[config.mk]
export PLATFORM = sky130hd
export DESIGN_NAME = iiitb_cg_ctrl_flat
export DESIGN_NICKNAME = d
export VERILOG_FILES = /design/src/rtl/iiitb_cg_pkg.sv /design/src/rtl/iiitb_cg_ctrl_if.sv /design/src/rtl/iiitb_cg_actdet.sv /design/src/rtl/iiitb_cg_ctrl.sv /design/src/flat_wrapper.sv
export SDC_FILE = /design/constraint.sdc
export NUM_CORES = 1
export LEC_CHECK = 0
export BUFFER_PORTS_ARGS = -buffer_cell sky130_fd_sc_hd__buf_2
export CORE_MARGIN = 1.5
export CORE_UTILIZATION = 30
export DETAILED_ROUTE_END_ITERATION = 7
export GPL_TIMING_DRIVEN = 0
export PLACE_DENSITY = 0.49
export SKIP_LAST_GASP = 1
export SLEW_MARGIN = 20
export SYNTH_ARGS = -nofsm -noshare
export SYNTH_HDL_FRONTEND = slang
export SYNTH_SLANG_ARGS = --single-unit
[constraint.sdc]
create_clock -name clk -period 2.2 [get_ports clk]
set_clock_uncertainty 0.1 [all_clocks]
set_input_delay 0.11 -clock clk [delete_from_list [all_inputs] [get_ports clk]]
set_output_delay 0.11 -clock clk [all_outputs]
set_load 0.02 [all_outputs]
[src/rtl/iiitb_cg_pkg.sv]
// -----------------------------------------------------------------------------
// iiitb_cg_pkg
// Shared types and constants for the clock-gating controller slice.
//   cg_state_t   : controller state (ON / OFF / WAKE), 2-bit encoding
//   GE_MAX       : saturation value of the gate-event counter
//   *_DEF        : default parameter values used by the modules and interface
//   sat_inc8     : saturating 8-bit increment used by the event counter
// -----------------------------------------------------------------------------
package iiitb_cg_pkg;

    typedef enum logic [1:0] {
        ON   = 2'd0,
        OFF  = 2'd1,
        WAKE = 2'd2
    } cg_state_t;

    localparam logic [7:0] GE_MAX = 8'd255;

    localparam int DW_DEF         = 2;
    localparam int IDLE_LIMIT_DEF = 8;
    localparam int WAKE_DELAY_DEF = 2;
    localparam int CNT_W_DEF      = 4;

    // Increment that sticks at GE_MAX instead of wrapping to zero.
    function automatic logic [7:0] sat_inc8(input logic [7:0] v);
        logic [7:0] r;
        if (v >= GE_MAX) begin
            r = GE_MAX;
        end else begin
            r = v + 8'd1;
        end
        return r;
    endfunction

endpackage

[src/rtl/iiitb_cg_ctrl_if.sv]
// -----------------------------------------------------------------------------
// iiitb_cg_ctrl_if
// Bundle of the controller's data-side signals.
//   d_in        : data presented to the gated register bank (DW bits)
//   force_on    : forces activity every cycle
//   en          : registered ICG enable, 1 = clock running
//   gated       : registered, 1 only while the bank clock is stopped
//   idle_cnt    : idle/wake counter (debug, CNT_W bits)
//   gate_events : saturating count of ON->OFF transitions
// Modports: master = traffic source / observer, slave = controller.
// -----------------------------------------------------------------------------
interface iiitb_cg_ctrl_if
    import iiitb_cg_pkg::*;
#(
    parameter int DW    = DW_DEF,
    parameter int CNT_W = CNT_W_DEF
);

    logic [DW-1:0]    d_in;
    logic             force_on;
    logic             en;
    logic             gated;
    logic [CNT_W-1:0] idle_cnt;
    logic [7:0]       gate_events;

    modport master (
        output d_in,
        output force_on,
        input  en,
        input  gated,
        input  idle_cnt,
        input  gate_events
    );

    modport slave (
        input  d_in,
        input  force_on,
        output en,
        output gated,
        output idle_cnt,
        output gate_events
    );

endinterface

[src/rtl/iiitb_cg_actdet.sv]
// -----------------------------------------------------------------------------
// iiitb_cg_actdet
// Activity detector for a gated register bank: flags a cycle as active when
// the incoming data differs from the previous cycle's data, or when forced.
// The history register runs on the ungated clock so it keeps tracking d_in
// while the bank itself is stopped.
//   clk      : ungated clock
//   rst      : synchronous active-high reset (clears history to zero)
//   d_in     : monitored data (DW bits)
//   force_on : treat every cycle as active
//   act      : combinational activity flag, consumed by registered logic only
// -----------------------------------------------------------------------------
module iiitb_cg_actdet
    import iiitb_cg_pkg::*;
#(
    parameter int DW = DW_DEF
) (
    input  logic          clk,
    input  logic          rst,
    input  logic [DW-1:0] d_in,
    input  logic          force_on,
    output logic          act
);

    logic [DW-1:0] d_last_r;

    // Previous-cycle copy of the monitored data.
    always_ff @(posedge clk) begin
        if (rst) begin
            d_last_r <= {DW{1'b0}};
        end else begin
            d_last_r <= d_in;
        end
    end

    assign act = (d_in != d_last_r) | force_on;

endmodule

[src/rtl/iiitb_cg_ctrl.sv]
// -----------------------------------------------------------------------------
// iiitb_cg_ctrl
// Clock-gating controller driving the enable pin of the integrated clock-gate.
// Counts consecutive idle cycles in ON and drops the enable after IDLE_LIMIT
// of them; any activity while OFF re-enables the clock and holds it for
// WAKE_DELAY cycles (activity ignored) before idle counting resumes.
//   clk : ungated clock, all state on posedge
//   rst : synchronous active-high reset
//   bus : slave side of iiitb_cg_ctrl_if (d_in, force_on in; en, gated,
//         idle_cnt, gate_events out, all outputs registered)
// Legal ranges: IDLE_LIMIT and WAKE_DELAY in 1..2^CNT_W-1.
// -----------------------------------------------------------------------------
module iiitb_cg_ctrl
    import iiitb_cg_pkg::*;
#(
    parameter int DW         = DW_DEF,
    parameter int IDLE_LIMIT = IDLE_LIMIT_DEF,
    parameter int WAKE_DELAY = WAKE_DELAY_DEF,
    parameter int CNT_W      = CNT_W_DEF
) (
    input  logic           clk,
    input  logic           rst,
    iiitb_cg_ctrl_if.slave bus
);

    // Terminal counts: the transition fires on the cycle the counter already
    // holds LIMIT-1, so the window is exactly LIMIT cycles long.
    localparam logic [CNT_W-1:0] IDLE_LAST = CNT_W'(IDLE_LIMIT - 1);
    localparam logic [CNT_W-1:0] WAKE_LAST = CNT_W'(WAKE_DELAY - 1);
    localparam logic [CNT_W-1:0] CNT_ZERO  = {CNT_W{1'b0}};
    localparam logic [CNT_W-1:0] CNT_ONE   = CNT_W'(1);

    cg_state_t        state_r;
    logic             en_r;
    logic             gated_r;
    logic [CNT_W-1:0] cnt_r;
    logic [7:0]       ev_r;
    logic             act_s;

    iiitb_cg_actdet #(
        .DW (DW)
    ) u_actdet (
        .clk      (clk),
        .rst      (rst),
        .d_in     (bus.d_in),
        .force_on (bus.force_on),
        .act      (act_s)
    );

    // Gating FSM with its idle/wake counter and the gate-event counter.
    // The ">=" compares keep a corrupted counter from running past its
    // terminal value; in normal operation they behave as equality.
    always_ff @(posedge clk) begin
        if (rst) begin
            state_r <= ON;
            en_r    <= 1'b1;
            gated_r <= 1'b0;
            cnt_r   <= CNT_ZERO;
            ev_r    <= 8'd0;
        end else begin
            case (state_r)
                ON: begin
                    en_r    <= 1'b1;
                    gated_r <= 1'b0;
                    if (act_s) begin
                        // Activity wins over an expiring idle window.
                        cnt_r <= CNT_ZERO;
                    end else if (cnt_r >= IDLE_LAST) begin
                        state_r <= OFF;
                        en_r    <= 1'b0;
                        gated_r <= 1'b1;
                        cnt_r   <= CNT_ZERO;
                        ev_r    <= sat_inc8(ev_r);
                    end else begin
                        cnt_r <= cnt_r + CNT_ONE;
                    end
                end
                OFF: begin
                    en_r    <= 1'b0;
                    gated_r <= 1'b1;
                    cnt_r   <= CNT_ZERO;
                    if (act_s) begin
                        state_r <= WAKE;
                        en_r    <= 1'b1;
                        gated_r <= 1'b0;
                    end else begin
                        state_r <= OFF;
                    end
                end
                WAKE: begin
                    // Clock held on unconditionally; activity is ignored here.
                    en_r    <= 1'b1;
                    gated_r <= 1'b0;
                    if (cnt_r >= WAKE_LAST) begin
                        state_r <= ON;
                        cnt_r   <= CNT_ZERO;
                    end else begin
                        cnt_r <= cnt_r + CNT_ONE;
                    end
                end
                default: begin
                    // Unreachable encoding: fall back to the clock-running state.
                    state_r <= ON;
                    en_r    <= 1'b1;
                    gated_r <= 1'b0;
                    cnt_r   <= CNT_ZERO;
                end
            endcase
        end
    end

    assign bus.en          = en_r;
    assign bus.gated       = gated_r;
    assign bus.idle_cnt    = cnt_r;
    assign bus.gate_events = ev_r;

endmodule
[src/flat_wrapper.sv]
// flat-port wrapper written by rule: the top's interface ports become plain ports
module iiitb_cg_ctrl_flat import iiitb_cg_pkg::*;
#(
    parameter int DW         = DW_DEF,
    parameter int IDLE_LIMIT = IDLE_LIMIT_DEF,
    parameter int WAKE_DELAY = WAKE_DELAY_DEF,
    parameter int CNT_W      = CNT_W_DEF
)
  (clk, rst, bus_d_in, bus_force_on, bus_en, bus_gated, bus_idle_cnt, bus_gate_events);
  iiitb_cg_ctrl_if #(.DW(DW), .CNT_W(CNT_W)) bus_i ();
  input  logic clk;
  input  logic rst;
  input wire logic [$bits(bus_i.d_in)-1:0] bus_d_in;
  input wire logic [$bits(bus_i.force_on)-1:0] bus_force_on;
  output wire logic [$bits(bus_i.en)-1:0] bus_en;
  output wire logic [$bits(bus_i.gated)-1:0] bus_gated;
  output wire logic [$bits(bus_i.idle_cnt)-1:0] bus_idle_cnt;
  output wire logic [$bits(bus_i.gate_events)-1:0] bus_gate_events;
  assign bus_i.d_in = bus_d_in;
  assign bus_i.force_on = bus_force_on;
  assign bus_en = bus_i.en;
  assign bus_gated = bus_i.gated;
  assign bus_idle_cnt = bus_i.idle_cnt;
  assign bus_gate_events = bus_i.gate_events;
  iiitb_cg_ctrl #(.DW(DW), .IDLE_LIMIT(IDLE_LIMIT), .WAKE_DELAY(WAKE_DELAY), .CNT_W(CNT_W)) u_core (.clk(clk), .rst(rst), .bus(bus_i));
endmodule
==> impl_metrics.ini <==
[power]
worst_ir_drop_vdd_v = 0.0003834
powerDensity_mw_per_mm2 = 549.8
p_leak_nw = 0.4162
power.total_w = 0.0005723

[logic_synthesis]
ys_seq_area_frac = 0.4305
ys_ff_latch = 18
ys_types = 32
synth_area_um2 = 837.1
yosys-mux-area-fraction = 0
synth_edf_count = 0
synth_top_family_by_area = compound AO/OA/AOI/OAI gates
yosys_most_used_dff = dfxtp_1
yosysWarnings = 0
avgSynthCellArea_um2 = 10.21
synthAdderAreaFrac = 0.05979
syn_nets = 91
synth_simple_gate_area_frac = 0.2152
yosysTopAreaCellShare = 0.4305
synthCells = 82
yosys.area.top_type = dfxtp_1
synth-compound-area-share = 0.2227
synth_xor_area_frac = 0.03139
async_reset_ff_frac = 0
synth_area_leaders = dfxtp_1, ha_1, a311oi_2

[grt]
grt_remaining_overflow = 0
grt_pass1_vias = 618
antenna_found_initial = 0
grt_max_degree = 11
grt.total_usage = 0.1136
grt_pass1_wl_mm = 2.815

[floorplanning]
core-area_mm2 = 0.002567
rows = 18
die_x_um = 55.82
die_area_mm2 = 0.003116
io_pins = 19
fp.dieH_um = 55.82
start_util = 0.3260

[worst_setup_path]
slowest_stage = dfxtp_1
crit_type = reg -> reg
path_buf_inv = 1
crit_family = flip-flops
max_stage_delay_ps = 440
cp_max_fo = 10
reg2reg_depth = 6
path_cells = ha_1 > a21oi_1 > nor4_4 > buf_6 > a21oi_2 > a311oi_2
critPathCaptureType = register
crit_arrival_ps = 1940
cp.required_ps = 2310
critical_path_depth = 6
worstSetupStartpointType = register

[routing]
wl_per_cell_um = 12.07
vias = 716
wl_mm = 1.665
firstDrtPassIters = 4
drt-initial-drc-count = 10
viasPerCell = 5.188
drc = 0
detail-route-antenna-nets = 0

[cts]
clock_latency_ps = 290
numCtsBuffers = 3
clockRootBuffer = clkbuf_4
cts.htree.levels = 1
cts_buffer_depth = 2
clk_pin_slew_ps = 110
cts_tree = built
clock-sinks = 18

[hold_path]
min_path_type = in -> reg
min_path_cells = 4

[placement]
place_area_um2 = 964.7
hpwl_mm = 1.211
portBuffers = 18
place.gp.congestion = 0.7181

[layout]
drive_gt1_frac = 0.3148
mostFrequentLayoutCells = buf_2, dfxtp_1, nor2_1
fin_area_mm2 = 0.001041
area_growth_pct = 24.36
nets = 118
antenna_cells = 0

[timing]
setup_viol = 0
rsz0062_at_grt = false
fmax_mhz = 547.4
tns_ps = 0
slew_headroom = 0.6157
drv_slew = 0
max_slew.worst_pin.slew_ps = 576.5
hold_viol = 0
fin_crit_ps = 1827
fin_crit_sh = 0.8304

[flow_run]
maxCapViolCount = 0

[outcome]
outcome = finished, final reports clean
sequential cells by signal, summed over array words and instances, names as in the netlist:
register	cells
u_core.bus.gate_events	8
u_core.bus.idle_cnt	4
u_core.bus.en	1
u_core.state_r	2
u_core.u_actdet.d_last_r	2
u_core.bus.gated	1
area by class of cell:
type                    count  area [um2]
fillers                   263        1526
multi-input cells          57       442.9
flip-flops and latches     18       360.3
repair buffers             22       130.1
well taps                  30       37.54
clock buffers               4       36.28
inverters                   5       18.77
plain buffers               2       15.01
where the power goes:
part | leakage (nW) | switching [W] | internal, W | total (W)
clock network | 0.0210 | 0.000106 | 0.000101 | 0.000206
registers | 0.146 | 0.00000207 | 0.000329 | 0.000331
logic | 0.250 | 0.0000198 | 0.0000155 | 0.0000353
worst min-delay path, stage by stage:
cell and delay [ps]:
buf_2 100, nor4_1 80, nand2b_1 80, a221oi_1 70
through the flow:
stage | hold WS, ps | worst slack (ps) | std cells | util
after floorplan | 81.61 | 412.2 | 82 | -
after global placement | 248.1 | 388.2 | 130 | 0.3757
after detailed placement | 262.4 | 366.9 | 130 | 0.3757
after CTS | 63.95 | 342.0 | 138 | 0.4055
after global routing | 105.4 | 196.7 | 138 | 0.4055
final | 75.97 | 373.1 | 138 | 0.4055
worst paths after layout:
kind	slack (ps)	to	from
worst min-delay path	80	u_core.bus.idle_cnt[2]	bus_force_on
worst min register to register	440	u_core.bus.idle_cnt[3]	u_core.state_r[0]
worst max register to register	370	u_core.bus.gate_events[3]	u_core.bus.idle_cnt[0]
worst max-delay path	370	u_core.bus.gate_events[3]	u_core.bus.idle_cnt[0]
synth_stat cells, types with 2 or more instances:
| master | n |
|---|---|
| a211oi_2 | 2 |
| a21oi_1 | 4 |
| a21oi_2 | 3 |
| a311oi_1 | 2 |
| a311oi_2 | 3 |
| a41oi_1 | 2 |
| and2_1 | 2 |
| and3_1 | 2 |
| dfxtp_1 | 18 |
| ha_1 | 4 |
| inv_1 | 5 |
| nand2_1 | 2 |
| nand3_1 | 3 |
| nor2_1 | 6 |
| nor2b_1 | 2 |
| nor3_1 | 2 |
| nor4_1 | 3 |
| xor2_1 | 3 |
layer usage:
layer | share of wire | routed length [um] | track usage
met1 | 0.49 | 810 | 0.1541
met2 | 0.46 | 773 | 0.1701
met3 | 0.040 | 66 | 0.03488
met4 | 0.0090 | 15 | 0.04082
met5 | 0 | 0 | 0
cells by family after synthesis:
kind of cell,count (synthesis)
xor gates and xnor gates,3
AOI/OAI and AO/OA,21
buffers and inverters,7
and+or+nand+nor,29
DFF,18
adders and majority gates,4
timing repair:
item | CTS | global route
hold buffers | 4 | 0
buffers inserted | 0 | 0
hold endpoints to repair | 3 | 0
resized for setup | 0 | 0
(Power assumes the default switching activity.)
